**config.mk**
```make
export PLATFORM = sky130hd
export DESIGN_NAME = ksa16_rr_arbiter
export DESIGN_NICKNAME = d
export VERILOG_FILES = /design/src/rtl/ksa16_rr_arbiter.sv
export SDC_FILE = /design/constraint.sdc
export NUM_CORES = 1
export LEC_CHECK = 0
export CORE_MARGIN = 3
export CORE_UTILIZATION = 30
export DETAILED_ROUTE_END_ITERATION = 8
export REMOVE_ABC_BUFFERS = 1
export SYNTH_ARGS = -nofsm -noshare
export SYNTH_HDL_FRONTEND = slang
export SYNTH_SLANG_ARGS = --single-unit
```
**constraint.sdc**
```tcl
create_clock -name clk -period 3.4 [get_ports clk]
set_input_delay 0.85 -clock clk [delete_from_list [all_inputs] [get_ports clk]]
set_output_delay 0.85 -clock clk [all_outputs]
set_load 0.01 [all_outputs]
```
**src/rtl/ksa16_rr_arbiter.sv**
```systemverilog
// Round-robin arbiter sharing one 16-bit Kogge-Stone adder among NUM_REQ requesters.
// Two stages: operand register -> adder -> result register with requester ID.

module kogge_stone_16b (
  input  logic [15:0] a,
  input  logic [15:0] b,
  output logic [16:0] s
);
  // g[l]/p[l] hold group generate/propagate spanning 2**l bits ending at each position
  logic [4:0][15:0] g;
  logic [3:0][15:0] p;

  assign g[0] = a & b;
  assign p[0] = a ^ b;

  for (genvar l = 0; l < 4; l++) begin : g_lvl
    localparam int D = 1 << l;
    for (genvar i = 0; i < 16; i++) begin : g_bit
      if (i >= D) begin : g_op
        assign g[l+1][i] = g[l][i] | (p[l][i] & g[l][i-D]);
        if (l < 3) begin : g_p
          assign p[l+1][i] = p[l][i] & p[l][i-D];
        end
      end else begin : g_pass
        assign g[l+1][i] = g[l][i];
        if (l < 3) begin : g_p
          assign p[l+1][i] = p[l][i];
        end
      end
    end
  end

  // No carry-in: carry into bit i is the prefix generate of bits [i-1:0]
  assign s = {g[4][15], p[0] ^ {g[4][14:0], 1'b0}};
endmodule

module ksa16_rr_arbiter #(
  parameter  int NUM_REQ = 4,
  localparam int ID_W    = $clog2(NUM_REQ)
) (
  input  logic                   clk,
  input  logic                   rst,
  input  logic [NUM_REQ-1:0]     req_valid,
  output logic [NUM_REQ-1:0]     req_ready,
  input  logic [NUM_REQ*16-1:0]  req_x,
  input  logic [NUM_REQ*16-1:0]  req_y,
  output logic                   rsp_valid,
  input  logic                   rsp_ready,
  output logic [16:0]            rsp_sum,
  output logic [ID_W-1:0]        rsp_id
);
  logic [NUM_REQ-1:0][15:0] xv, yv;
  logic                     s1_valid;
  logic [15:0]              s1_x, s1_y;
  logic [ID_W-1:0]          s1_id, rr_ptr, gnt_id, idx;
  logic                     gnt_any, s1_free, s2_free;
  logic [16:0]              sum;
  int                       t;

  assign xv = req_x;
  assign yv = req_y;

  assign s2_free = !rsp_valid || rsp_ready;
  assign s1_free = !s1_valid || s2_free;

  // First valid requester at or after rr_ptr, wrapping modulo NUM_REQ
  always_comb begin
    gnt_any   = 1'b0;
    gnt_id    = '0;
    idx       = '0;
    t         = 0;
    req_ready = '0;
    for (int k = 0; k < NUM_REQ; k++) begin
      t = int'(rr_ptr) + k;
      if (t >= NUM_REQ) t = t - NUM_REQ;
      idx = ID_W'(t);
      if (!gnt_any && req_valid[idx]) begin
        gnt_any = 1'b1;
        gnt_id  = idx;
      end
    end
    if (rst || !s1_free) gnt_any = 1'b0;
    if (gnt_any) req_ready[gnt_id] = 1'b1;
  end

  kogge_stone_16b u_add (.a(s1_x), .b(s1_y), .s(sum));

  always_ff @(posedge clk) begin
    if (rst) begin
      s1_valid  <= 1'b0;
      s1_x      <= '0;
      s1_y      <= '0;
      s1_id     <= '0;
      rr_ptr    <= '0;
      rsp_valid <= 1'b0;
      rsp_sum   <= '0;
      rsp_id    <= '0;
    end else begin
      if (s1_valid && s2_free) begin
        rsp_valid <= 1'b1;
        rsp_sum   <= sum;
        rsp_id    <= s1_id;
      end else if (rsp_ready) begin
        rsp_valid <= 1'b0;
      end
      // A grant already implies s1 is free this cycle
      if (gnt_any) begin
        s1_valid <= 1'b1;
        s1_x     <= xv[gnt_id];
        s1_y     <= yv[gnt_id];
        s1_id    <= gnt_id;
        rr_ptr   <= (gnt_id == ID_W'(NUM_REQ-1)) ? '0 : gnt_id + 1'b1;
      end else if (s2_free) begin
        s1_valid <= 1'b0;
      end
    end
  end
endmodule

```
## Yosys cells after proc, flatten, opt, wreduce, memory -nomap -nowiden

Index checks and enable logic that the tools add are counted.

| storage, ports and cells | value |
|---|---|
| bits in registers | 57 |
| input port bits | 135 |
| output and inout bits | 24 |
| logic and storage cells | 211 |

| cells by class | value |
|---|---|
| add/sub/neg operators | 8 |
| $lt $le $gt $ge | 10 |
| equality and inequality tests | 1 |
| mux-type cells | 33 |
| bitwise logic cells | 135 |
| reductions and logical operators | 16 |

Operator list:

| kind | number |
|---|---|
| 1-bit bitwise AND | 83 |
| 16-bit binary-select mux with 2-bit select | 2 |
| 1-bit bitwise OR | 49 |
| 16-bit two-way mux | 2 |
| 16-bit XOR | 2 |
| 2-bit two-way mux | 9 |
| 16-bit bitwise AND | 1 |
| 2-bit by 3-bit < comparator with 1-bit output (second input constant) | 5 |
| 1-bit two-way mux | 14 |
| 3-bit >= comparator (second input constant) | 3 |
| 1-bit binary-select mux with 2-bit select | 4 |
| 2-bit by 1-bit subtractor with 2-bit output (second input constant) | 4 |
| 2-bit by 2-bit adder with 3-bit output (second input constant) | 2 |
| 1-bit zero test | 6 |
| 1-bit logical AND | 5 |
| 4-bit two-way mux | 1 |
| 2-bit nonzero test | 2 |
| 2-bit by 1-bit adder with 3-bit output (second input constant) | 1 |
| 2-bit by 3-bit >= comparator with 1-bit output (second input constant) | 1 |
| 1-bit logical OR | 3 |
| 2-bit by 1-bit adder with 2-bit output (second input constant) | 1 |
| 1-bit demux with 2-bit select | 1 |
| 2-bit == test (second input constant) | 1 |
| 2-bit by 1-bit >= comparator with 1-bit output (second input constant) | 1 |

## Depth between registers and ports, before layout

| depth | value |
|---|---|
| depth in word-level cells | 19 |
| mapped depth | 8 |
| mapped depth without buffers | 7 |

## Cells and area by module

From an unflattened synthesis, not the netlist that was laid out.

| unflattened totals | value |
|---|---|
| cell total of the unflattened synthesis | 409 |
| area total of the unflattened synthesis | 3641.0 um2 |

Modules (own cells, without submodules):

| module | times used | cells each | area an instance (um2) | sequential area each (um2) |
|---|---|---|---|---|
| ksa16_rr_arbiter | 1 | 307 | 2871.5 | 1141.1 |
| kogge_stone_16b | 1 | 102 | 769.5 | 0.0 |

## Least setup slack after synthesis

No wires, ideal clock.

| path | value |
|---|---|
| path type | input port to output port |
| start | input req_valid[2] |
| end | output req_ready[3] |
| data arrival time | 2050 ps |
| required time | 2550 ps |
| path slack | 500 ps |
| stages on the path | 7 |
| path buffers | 1 |
| cell sequence | nor2b_2 > a221o_2 > nand2_2 > inv_4 > buf_6 > ha_1 > and2_1 |

| on the way | value |
|---|---|
| longest elaborated chain between the ends | 17 |
| elaborated cells on any way between the ends | 29 |
| classes of those cells | 2 x order compare; 20 x mux; 7 x reduce/logical |

RTL lines:

| what | line | source |
|---|---|---|
| from (decl) | 43 | `input logic [NUM_REQ-1:0] req_valid,` |
| 1-bit binary-select mux with 2-bit select | 77 | `if (!gnt_any && req_valid[idx]) begin` |
| 1-bit two-way mux (not written as such) | 77 |  |
| 1-bit two-way mux | 77 |  |
| 1-bit zero test | 77 |  |
| 1-bit logical AND | 77 |  |
| 1-bit two-way mux | 77 |  |
| 1-bit zero test | 77 |  |
| 1-bit logical AND | 77 |  |
| 1-bit two-way mux | 77 |  |
| 1-bit zero test | 77 |  |
| 1-bit logical AND | 77 |  |
| 2-bit two-way mux | 77 |  |
| 2-bit by 3-bit < comparator with 1-bit output (not written as such) / 2-bit by 1-bit >= comparator with 1-bit output (equally long branches) | 83 | `if (gnt_any) req_ready[gnt_id] = 1'b1;` |
| 1-bit logical AND (not written as such) | 83 |  |
| 1-bit two-way mux (not written as such) | 83 |  |
| 1-bit demux with 2-bit select | 83 |  |
| 4-bit two-way mux (*) | 83 |  |
| to (decl) | 44 | `output logic [NUM_REQ-1:0] req_ready,` |

Mark *: on every way between the ends. The rest lies on a longest branch, timed or not. The select of a mux whose other input is x is not followed.

## Worst setup path in the final report

| path | value |
|---|---|
| start | input rsp_ready |
| end | output req_ready[0] |

| on the way | value |
|---|---|
| longest elaborated chain between the ends | 6 |

RTL lines:

| what | line | source |
|---|---|---|
| from (decl) | 48 | `input logic rsp_ready,` |
| 1-bit logical OR | 63 | `assign s2_free = !rsp_valid \|\| rsp_ready;` |
| 1-bit logical OR | 64 | `assign s1_free = !s1_valid \|\| s2_free;` |
| 1-bit zero test | 82 | `if (rst \|\| !s1_free) gnt_any = 1'b0;` |
| 1-bit logical OR | 82 |  |
| 1-bit two-way mux | 82 |  |
| 4-bit two-way mux | 83 |  |

Every way passes these cells.

==> impl_metrics.ini <==
[timing]
finalSetupTns_ps = 0
setup_viol = 0
rsz0062_at_grt = false
relSlewSlack_pct = 57.9
fmax_mhz = 303
skew_ps = 6.01
period_minus_slack_ps = 3300
worst_slew_pin_slew_ps = 629
holdWs_ps = 448
hold_viol = 0
finalMaxSlewViolations = 0
post-route-period-util_pct = 97.2

[worst_hold_path]
hold_class = reg -> reg

[layout]
post-route-cell-area_um2 = 6180
diodes = 0
drive_above_1_share_pct = 10.0
fin_nets = 808
seqCellArea_um2 = 1140
fillers = 1331
area_delta_synth_final_pct = 57.6
multi_input_area_um2 = 2660

[grt]
track_usage_pct = 18.3
grt_max_degree = 34
grt_overflow = 0
grt_pass1_vias = 4293
antenna_found_initial = 0
grt_first_pass_wirelength_um = 21600

[synthesis]
synth_ff_type = dfxtp_1
synth_common_cells = nand2_1, dfxtp_1, o21ai_0
synthCells = 485
yosysTopAreaCell = dfxtp_1
yosys_warnings = 0
avgSynthCellArea_um2 = 8.09
synth_top_cell_area_share_pct = 29.1
synthesis.area_um2 = 3920
synth_edf_count = 0
ys_top_cells_by_area = dfxtp_1, mux2i_1, a21o_1
ys_types = 59
yosys.cell_count.top_type = nand2_1
ys_async_sr_fraction_pct = 0
ys_ff_latch = 57
synth_seq_area_share_pct = 29.1

[floorplanning]
rows = 41
die_h_um = 120
initial_utilization_pct = 30.8
core_area_um2 = 12700
die_area_um2 = 14500
die_w_um = 120
ios = 159

[place]
portBuffers = 158
placed_cell_area_um2 = 5820
dp_hpwl_um = 10100
gp_congestion = 0.798

[worst_setup_path]
crit_type = in -> out
critPathLaunchType = input pin
crit_required_ps = 2550
cp.arrival_ps = 2450
crit_path_max_fanout = 5
end_kind = primary output

[pwr]
power_mw = 3.16
worst_ir_drop_vdd_mv = 0.255
leakage_nw = 2.42
p_per_area_nw_per_um2 = 512

[route]
drt_iter0_drc = 193
viasPerCell = 5.10
wire_per_inst_um = 15.9
vias = 4246
drt_wl_total_um = 13200
drc_errors = 0
ant_nets = 0
drtPass1Iterations = 4

[clock_network]
cts_tree = done
cts_root_buf = clkbuf_16
cts_max_level = 3
numCtsBuffers = 9
cts.sinks = 57
clk_latency_ps = 320
clkTransAtPathRegs_ps = 50
cts_buffer_depth = 2

[run_status]
status = completed

[job]
maxCapViolations = 0
## kinds of logic after synthesis
logic type | after synthesis | synth area share (%)
compound gates | 178 | 31.1
xor+xnor | 5 | 1.12
fa+ha+maj | 18 | 5.93
buf+inv | 35 | 4.21
flops | 57 | 29.1
mux | 34 | 8.68
simple gates | 158 | 19.8
## repair_timing
action	4_1_cts	5_1_grt
resized for setup	8	4
pin swaps	1	0
setup buffers	1	0
hold buffers	0	0
endpoints found under the setup margin	4	3
## metal layers
layer	global-route usage (%)	routed length, um
met5	0	0
met4	5.17	184
met3	3.41	750
met2	29.9	6130
met1	24.9	6130
## where the power goes
| part | switching, mW | leakage, nW | internal [mW] |
|---|---|---|---|
| sequential | 0.0818 | 0.471 | 0.805 |
| clock | 0.313 | 0.162 | 0.678 |
| combinational | 0.653 | 1.79 | 0.633 |
| total | 1.05 | 2.42 | 2.12 |
## layout make-up
cell class              instances  area share [%]
well taps                     172            3.48
inverters                       5           0.344
clock buffers                  11            4.09
multi-input cells             393            43.0
flip-flops and latches         57            18.5
clock inverters                 5            1.26
repair buffers                189            29.3
## registers in the layout, summed over array words and instances (netlist names)
register	cells
rsp_id	2
s1_x	16
s1_valid	1
rsp_sum	17
rr_ptr	2
rsp_valid	1
s1_y	16
s1_id	2
## worst max-delay path: stages
cell and delay (ps):
clkdlybuf4s50_1 480, nor2b_1 70, a211oi_2 220, buf_4 180, o31ai_4 70, buf_4 150, nor2_2 140, dlygate4sd2_1 290
## through the flow
stage               utilization [%]  worst slack, ps  std cells
finish                         48.6             96.8        832
global route                   48.6             19.8        832
CTS                            48.4            -88.5        832
detailed placement             45.8             -586        815
global placement               45.8             -590        815
floorplan                         -             -618        455
## final timing paths
kind | depth (start not counted) | endpoint | start | slack (ps)
worst max-delay path | 8 | req_ready[0] | rsp_ready | 100
worst min-delay path | 2 | rsp_sum[5]$_SDFFE_PP0P_ | rsp_sum[5]$_SDFFE_PP0P_ | 450
worst max register to register | 7 | rsp_sum[14]$_SDFFE_PP0P_ | s1_x[0]$_SDFFE_PP0P_ | 950
worst min register to register | 2 | rsp_sum[5]$_SDFFE_PP0P_ | rsp_sum[5]$_SDFFE_PP0P_ | 450
## placed cells by master (no fill, tap or decap), types with 4 or more instances in the layout
cell / n
clkdlybuf4s50_1: 150
nand2_1: 60
dfxtp_1: 57
o21ai_0: 45
nand3_1: 41
a21o_1: 36
mux2i_1: 34
o211ai_1: 34
buf_4: 31
a21oi_1: 25
ha_1: 17
nor2_1: 12
clkbuf_16: 9
nand2b_1: 7
a211oi_1: 7
dlygate4sd2_1: 6
nand3b_1: 5
inv_1: 4
nand4_1: 4
nor3_1: 4
xnor2_1: 4
Power figures use the tool's default switching activity.
